==> config.mk <==
export PLATFORM = sky130hd
export DESIGN_NAME = ps2_key_scanner
export DESIGN_NICKNAME = d
export VERILOG_FILES = /design/src/rtl/ps2_pkg.sv /design/src/rtl/ps2_frame_rx.sv /design/src/rtl/ps2_key_scanner.sv
export SDC_FILE = /design/constraint.sdc
export NUM_CORES = 1
export LEC_CHECK = 0
export BUFFER_PORTS_ARGS = -buffer_cell sky130_fd_sc_hd__buf_2
export CAP_MARGIN = 40
export CELL_PAD_IN_SITES_DETAIL_PLACEMENT = 1
export CELL_PAD_IN_SITES_GLOBAL_PLACEMENT = 1
export CORE_MARGIN = 2
export CORE_UTILIZATION = 34
export DETAILED_ROUTE_END_ITERATION = 6
export GPL_ROUTABILITY_DRIVEN = 0
export PLACE_DENSITY = 0.56
export SYNTH_ARGS = -nofsm -noshare
export SYNTH_HDL_FRONTEND = slang
export SYNTH_SLANG_ARGS = --single-unit
==> constraint.sdc <==
create_clock -name clk -period 5.2 [get_ports clk]
set_clock_uncertainty 0.05 [all_clocks]
set_input_delay 0.78 -clock clk [delete_from_list [all_inputs] [get_ports clk]]
set_output_delay 0.78 -clock clk [all_outputs]
set_load 0.1 [all_outputs]
==> src/rtl/ps2_pkg.sv <==
// rtl/ps2_pkg.sv - shared constants, event layout and decoder states for the PS/2 key scanner
//
// Contents:
//   EV_*            event word width and field bit positions ({rpt, brk, ext, code})
//   BYTE_*          prefix and ignored scan-code bytes
//   dec_state_e     decoder prefix-tracking states
//   DEFAULT_KEYMAP  16-entry {ext, code} map, entry i at bits [9i+8:9i]
//   is_ignored()    true for bytes that never produce an event
package ps2_pkg;

  localparam int EV_W   = 11;
  localparam int EV_RPT = 10;
  localparam int EV_BRK = 9;
  localparam int EV_EXT = 8;

  localparam logic [7:0] BYTE_E0 = 8'hE0;
  localparam logic [7:0] BYTE_F0 = 8'hF0;

  // Keyboard housekeeping responses (BAT ok, echo, ack, resend, errors, pause lead-in)
  localparam logic [7:0] IGN_00 = 8'h00;
  localparam logic [7:0] IGN_AA = 8'hAA;
  localparam logic [7:0] IGN_EE = 8'hEE;
  localparam logic [7:0] IGN_FA = 8'hFA;
  localparam logic [7:0] IGN_FE = 8'hFE;
  localparam logic [7:0] IGN_FF = 8'hFF;
  localparam logic [7:0] IGN_E1 = 8'hE1;

  typedef enum logic [1:0] {
    DEC_IDLE = 2'd0,
    DEC_E0   = 2'd1,
    DEC_F0   = 2'd2,
    DEC_E0F0 = 2'd3
  } dec_state_e;

  // Highest index first so that entry 0 lands in the low bits.
  localparam logic [143:0] DEFAULT_KEYMAP = {
    9'h05A,  // 15 enter
    9'h029,  // 14 space
    9'h046,  // 13 num_9
    9'h045,  // 12 num_0
    9'h049,  // 11 period
    9'h041,  // 10 comma
    9'h174,  //  9 right
    9'h16B,  //  8 left
    9'h172,  //  7 down
    9'h175,  //  6 up
    9'h034,  //  5 g
    9'h02B,  //  4 f
    9'h023,  //  3 d
    9'h01B,  //  2 s
    9'h01C,  //  1 a
    9'h01D   //  0 w
  };

  function automatic logic is_ignored(input logic [7:0] b);
    return (b == IGN_00) || (b == IGN_AA) || (b == IGN_EE) || (b == IGN_FA) ||
           (b == IGN_FE) || (b == IGN_FF) || (b == IGN_E1);
  endfunction

endpackage

==> src/rtl/ps2_frame_rx.sv <==
// rtl/ps2_frame_rx.sv - PS/2 frame receiver with synchronisers, frame check and mid-frame timeout
//
// Ports:
//   clk, clrn    system clock, asynchronous active-low reset
//   ps2_clk      raw PS/2 clock (3-flop synchronised, sampled on falling edge)
//   ps2_data     raw PS/2 data (2-flop synchronised)
//   byte_valid   one-cycle pulse in the cycle the stop bit of a good frame is sampled
//   data_byte    received byte, valid with byte_valid
//   err          one-cycle pulse for a rejected frame or a mid-frame timeout
module ps2_frame_rx #(
  parameter int TIMEOUT_CYCLES = 50000
) (
  input  logic       clk,
  input  logic       clrn,
  input  logic       ps2_clk,
  input  logic       ps2_data,
  output logic       byte_valid,
  output logic [7:0] data_byte,
  output logic       err
);

  localparam int TW = $clog2(TIMEOUT_CYCLES + 1);

  logic [2:0]    clk_sync;
  logic [1:0]    data_sync;
  logic [3:0]    bit_cnt;
  logic [9:0]    shift_q;
  logic [TW-1:0] idle_cnt;
  logic          fall;
  logic          last_bit;
  logic          frame_ok;
  logic          timeout;

  // Idle-high reset values keep a spurious falling edge out of the first cycles.
  always_ff @(posedge clk or negedge clrn) begin
    if (!clrn) begin
      clk_sync  <= 3'b111;
      data_sync <= 2'b11;
    end else begin
      clk_sync  <= {clk_sync[1:0], ps2_clk};
      data_sync <= {data_sync[0], ps2_data};
    end
  end

  assign fall     = clk_sync[2] & ~clk_sync[1];
  assign last_bit = fall && (bit_cnt == 4'd10);

  // After ten shifts: shift_q[0] = start, [8:1] = data, [9] = parity; stop is the live sample.
  assign frame_ok = ~shift_q[0] & data_sync[1] & (^shift_q[9:1]);
  assign timeout  = (bit_cnt != 4'd0) && !fall && (idle_cnt == TW'(TIMEOUT_CYCLES - 1));

  always_ff @(posedge clk or negedge clrn) begin
    if (!clrn) begin
      bit_cnt  <= 4'd0;
      shift_q  <= 10'd0;
      idle_cnt <= '0;
    end else if (timeout || last_bit) begin
      bit_cnt  <= 4'd0;
      idle_cnt <= '0;
    end else if (fall) begin
      bit_cnt  <= bit_cnt + 4'd1;
      shift_q  <= {data_sync[1], shift_q[9:1]};
      idle_cnt <= '0;
    end else if (bit_cnt != 4'd0) begin
      idle_cnt <= idle_cnt + 1'b1;
    end
  end

  assign byte_valid = last_bit & frame_ok;
  assign data_byte  = shift_q[8:1];
  assign err        = (last_bit & ~frame_ok) | timeout;

endmodule

==> src/rtl/ps2_key_scanner.sv <==
// rtl/ps2_key_scanner.sv - PS/2 keyboard front end: prefix decoder, key map, key levels, event FIFO
//
// Ports:
//   clk, clrn   system clock, asynchronous active-low reset
//   ps2_clk     raw PS/2 clock
//   ps2_data    raw PS/2 data
//   key_state   level per mapped key, 1 = held
//   ev_valid    event FIFO non-empty
//   ev_ready    consumer accepts the head entry
//   ev_data     head entry {rpt, brk, ext, code[7:0]} (zero while empty)
//   ev_count    FIFO occupancy
//   frame_err   one-cycle pulse per rejected or timed-out frame
//   overflow    one-cycle pulse per event dropped on a full FIFO
module ps2_key_scanner
  import ps2_pkg::*;
#(
  parameter int                    NUM_KEYS       = 16,
  parameter logic [9*NUM_KEYS-1:0] KEYMAP         = DEFAULT_KEYMAP,
  parameter int                    FIFO_DEPTH     = 8,
  parameter int                    TIMEOUT_CYCLES = 50000
) (
  input  logic                          clk,
  input  logic                          clrn,
  input  logic                          ps2_clk,
  input  logic                          ps2_data,
  output logic [NUM_KEYS-1:0]           key_state,
  output logic                          ev_valid,
  input  logic                          ev_ready,
  output logic [10:0]                   ev_data,
  output logic [$clog2(FIFO_DEPTH):0]   ev_count,
  output logic                          frame_err,
  output logic                          overflow
);

  localparam int AW = $clog2(FIFO_DEPTH);
  localparam int CW = AW + 1;

  logic             rx_valid;
  logic             rx_err;
  logic [7:0]       rx_byte;

  dec_state_e       state_q;
  dec_state_e       state_d;
  logic             key_ev;
  logic             ev_ext;
  logic             ev_brk;
  logic             ev_rpt;
  logic [EV_W-1:0]  ev_word;

  logic [NUM_KEYS-1:0] sel;
  logic                hit;

  logic [EV_W-1:0]  mem [FIFO_DEPTH];
  logic [AW-1:0]    wr_ptr;
  logic [AW-1:0]    rd_ptr;
  logic             full;
  logic             pop;
  logic             do_push;

  ps2_frame_rx #(
    .TIMEOUT_CYCLES(TIMEOUT_CYCLES)
  ) u_rx (
    .clk       (clk),
    .clrn      (clrn),
    .ps2_clk   (ps2_clk),
    .ps2_data  (ps2_data),
    .byte_valid(rx_valid),
    .data_byte (rx_byte),
    .err       (rx_err)
  );

  always_ff @(posedge clk or negedge clrn) begin
    if (!clrn) state_q <= DEC_IDLE;
    else       state_q <= state_d;
  end

  // Repeated prefixes in a state that already holds them leave the state as is.
  always_comb begin
    state_d = state_q;
    key_ev  = 1'b0;
    if (rx_err) begin
      state_d = DEC_IDLE;
    end else if (rx_valid) begin
      if (rx_byte == BYTE_E0) begin
        if (state_q == DEC_IDLE)    state_d = DEC_E0;
        else if (state_q == DEC_F0) state_d = DEC_E0F0;
      end else if (rx_byte == BYTE_F0) begin
        if (state_q == DEC_IDLE)    state_d = DEC_F0;
        else if (state_q == DEC_E0) state_d = DEC_E0F0;
      end else if (is_ignored(rx_byte)) begin
        state_d = DEC_IDLE;
      end else begin
        key_ev  = 1'b1;
        state_d = DEC_IDLE;
      end
    end
  end

  assign ev_ext = (state_q == DEC_E0) || (state_q == DEC_E0F0);
  assign ev_brk = (state_q == DEC_F0) || (state_q == DEC_E0F0);

  // One-hot select of the lowest matching map entry; all-zero for unmapped codes.
  always_comb begin
    sel = '0;
    hit = 1'b0;
    for (int i = 0; i < NUM_KEYS; i++) begin
      if (!hit && (KEYMAP[9*i +: 9] == {ev_ext, rx_byte})) begin
        sel[i] = 1'b1;
        hit    = 1'b1;
      end
    end
  end

  assign ev_rpt = ~ev_brk & (|(sel & key_state));

  always_comb begin
    ev_word         = '0;
    ev_word[EV_RPT] = ev_rpt;
    ev_word[EV_BRK] = ev_brk;
    ev_word[EV_EXT] = ev_ext;
    ev_word[7:0]    = rx_byte;
  end

  always_ff @(posedge clk or negedge clrn) begin
    if (!clrn) begin
      key_state <= '0;
    end else if (key_ev) begin
      if (ev_brk) key_state <= key_state & ~sel;
      else        key_state <= key_state | sel;
    end
  end

  // A pop in the same cycle frees the slot, so a full FIFO can still accept.
  assign full    = (ev_count == CW'(FIFO_DEPTH));
  assign pop     = ev_valid & ev_ready;
  assign do_push = key_ev & (~full | pop);

  always_ff @(posedge clk) begin
    if (do_push) mem[wr_ptr] <= ev_word;
  end

  always_ff @(posedge clk or negedge clrn) begin
    if (!clrn) begin
      wr_ptr    <= '0;
      rd_ptr    <= '0;
      ev_count  <= '0;
      frame_err <= 1'b0;
      overflow  <= 1'b0;
    end else begin
      frame_err <= rx_err;
      overflow  <= key_ev & full & ~pop;
      if (do_push) wr_ptr <= wr_ptr + 1'b1;
      if (pop)     rd_ptr <= rd_ptr + 1'b1;
      if (do_push && !pop)      ev_count <= ev_count + 1'b1;
      else if (pop && !do_push) ev_count <= ev_count - 1'b1;
    end
  end

  assign ev_valid = (ev_count != '0);
  assign ev_data  = ev_valid ? mem[rd_ptr] : '0;

endmodule

==> flow_summary.yaml <==
cts:
  clk_path_buf_depth: 2
  post-cts-setup-buffers: 0
  cts_root_buf: "clkbuf_16"
  cts_resized: 0
  clock_sinks: 153
  h-tree-depth: 4
  cts_hold_buf: 0
  clk_latency_ns: 0.43
  cts_buffers: 17
  path_clk_slew_ns: 0.07
  cts_tree: "done"
route:
  wl_per_cell_um: 18.7
  wl_um: 16200
  route.detailed.drc: 0
  ant_nets: 0
  viasPerCell: 5.07
  vias: 4391
  drtIter0Drc: 177
  first_pass_iters: 4
power_and_ir_drop:
  p_per_area_nw_per_um2: 516
  p_leak_nw: 3.24
  peakVddDrop_v: 0.000252
global_route:
  antenna_found_initial: 1
  grt_overflow: 0
  grt_pass1_wl_um: 26800
  grt_pass1_vias: 4826
  grt_max_degree: 44
  track_usage: 0.160
finish:
  num_antenna_cells: 0
  n_fill_cell: 2160
  final_common_cell: "edfxtp_1"
  drive_gt1_frac: 0.216
  final_nets: 614
  syn_to_final_growth_pct: 17.3
  final_cell_mix: "88 x edfxtp_1, 60 x dfrtp_1, 45 x nand2_1, 45 x nor2_1, 38 x buf_2"
  final_core_util: 0.408
logic_synthesis:
  yosysTopAreaCellShare: 0.374
  synth-seq-cells: 153
  ys_types: 53
  avgSynthCellArea_um2: 13.4
  syn_inst: 529
  ys_top_cells_by_area: "edfxtp_1 37%, dfrtp_1 21%, mux4_2 7.0%"
  synth_largest_area_cell: "edfxtp_1"
  seq_area_frac_synth: 0.605
  synthArstFlopShare: 0.425
  synth_edf_count: 88
  syn-num-nets: 560
  ys.warnings.count: 0
  syn_area_um2: 7060
  synthFlopType: "edfxtp_1"
placement:
  io_buffers: 38
  post-dp-hpwl_um: 11200
sta:
  finalSetupTns_ns: 0
  finalSetupViolCount: 0
  fmax_ghz: 0.260
  slew_headroom: 0.415
  finalCriticalPeriod_ns: 3.85
  finalHoldViolCount: 0
  slew_violations: 0
  period_share: 0.740
  tightest_slew_ns: 0.866
  rsz0062_at_grt: "no"
setup_path:
  critical_path_class: "flop to flop"
  path_cells: "inv_1 > ha_1 > xnor3_1 > xnor2_1 > nand3b_1 > nor4_2 > buf_4 > nand2_2 > inv_1 > ha_1 > inv_1 > ha_1 > a21o_1 > a21oi_1 > xnor2_1 > nor2_1 > xor2_1"
  start_kind: "flop"
  r2r_slack_ns: 1.35
  critPathArrivalTime_ns: 4.10
  slowest_delay_ns: 0.55
  r2r_end: "ev_count[3]"
  cp_num_buf_inv: 4
  critPathTopFamily: "XOR/XNOR gates"
  end_kind: "flop"
  r2r-start: "u_rx.shift_q[2]"
  required_ns: 5.46
  critPathMaxFanout: 12
  slowest_stage: "dfrtp_1"
  startpoint: "u_rx.shift_q[2]"
  reg2reg_depth: 17
  worstSetupEndpoint: "ev_count[3]"
  cp_num_cells: 17
outcome:
  outcome: "complete, no violations"
floorplanning:
  dieArea_um2: 21900
  die_y_um: 148
  num_rows: 52
  coreArea_um2: 20300
  num_io_pins: 39
  die_w_um: 148
  initial_core_util: 0.348
run:
  max_cap_viol_count: 0
min_path:
  hp-class: "primary input to async pin"
[worst min path at each step]
stage	from	endpoint	slack [ns]	cells after the start
5_1_grt	clrn	async pin	0.31	2
3_3_place_gp	u_rx.clk_sync[0]	u_rx.clk_sync[1]	0.30	0
6_report	clrn	async pin	0.28	2
4_1_cts	clrn	async pin	0.29	2
2_1_floorplan	u_rx.clk_sync[0]	u_rx.clk_sync[1]	0.30	0
3_5_place_dp	u_rx.clk_sync[0]	u_rx.clk_sync[1]	0.30	0
[stage by stage]
step | hold WS [ns] | setup WS, ns | power, mW | instance area, um^2 | cells
final | 0.285 | 1.35 | 4.28 | 8290 | 866
after global routing | 0.308 | 1.00 | 4.48 | 8290 | 866
after CTS | 0.292 | 1.34 | 4.34 | 8290 | 866
after detailed placement | 0.297 | 1.32 | 3.09 | 7700 | 834
after global placement | 0.296 | 1.52 | 3.03 | 7630 | 831
after floorplan | 0.295 | 1.14 | 2.75 | 7060 | 529
[worst register-to-register path, cell delays in order, from the launching register on]
cell and delay, ns:
dfrtp_1 0.55, inv_1 0.15, ha_1 0.31, xnor3_1 0.40, xnor2_1 0.14, nand3b_1 0.16
nor4_2 0.29, buf_4 0.22, nand2_2 0.14, inv_1 0.09, ha_1 0.17, inv_1 0.09
ha_1 0.28, a21o_1 0.16, a21oi_1 0.20, xnor2_1 0.15, nor2_1 0.07, xor2_1 0.14
[power breakdown]
part	leakage, nW	internal [mW]	switching [mW]
clock	0.284	0.719	0.519
sequential	1.65	1.39	0.192
combinational	1.31	0.442	1.02
[area by class of cell]
class | instances | area, um^2 | share of cell area
clock buffer | 18 | 429 | 0.0518
clock inverter | 14 | 161 | 0.0195
inverter | 27 | 101 | 0.0122
multi-input combinational | 331 | 2630 | 0.318
sequential | 153 | 4280 | 0.516
tap | 270 | 338 | 0.0408
timing repair buffer | 53 | 350 | 0.0423
[cells by family after synthesis]
kind of cell,Yosys count,share of synthesized area
flops,153,0.605
compound gates,49,0.0441
mux,50,0.111
buf+inv,45,0.0255
fa+ha+maj,26,0.0471
xor+xnor,26,0.0342
simple gates,180,0.133
[cells in the mapped netlist (all sizes together), types with 3 or more instances]
cell type  number
nand3b          3
inv            27
dfstp           5
nand4           6
nor4b           5
buf             5
nand3          18
mux2            5
nor4            9
and2            6
ha             25
nor3b           5
and4            5
nor3            5
mux2i          23
clkbuf         13
a22oi           3
and3            6
xor2           12
nand2          46
edfxtp         88
o22ai           3
mux4           22
xnor2          13
o31ai           5
or4             3
nand4b          3
nand2b          4
o21ai          19
or2             3
dfrtp          60
nor2           45
a21oi           7
[layer usage]
metal / track usage / routed length [um]
met3: 0.0365 / 464
met1: 0.211 / 7600
met5: 0 / 0
met2: 0.264 / 7980
met4: 0.0490 / 141
(Power assumes the default switching activity.)
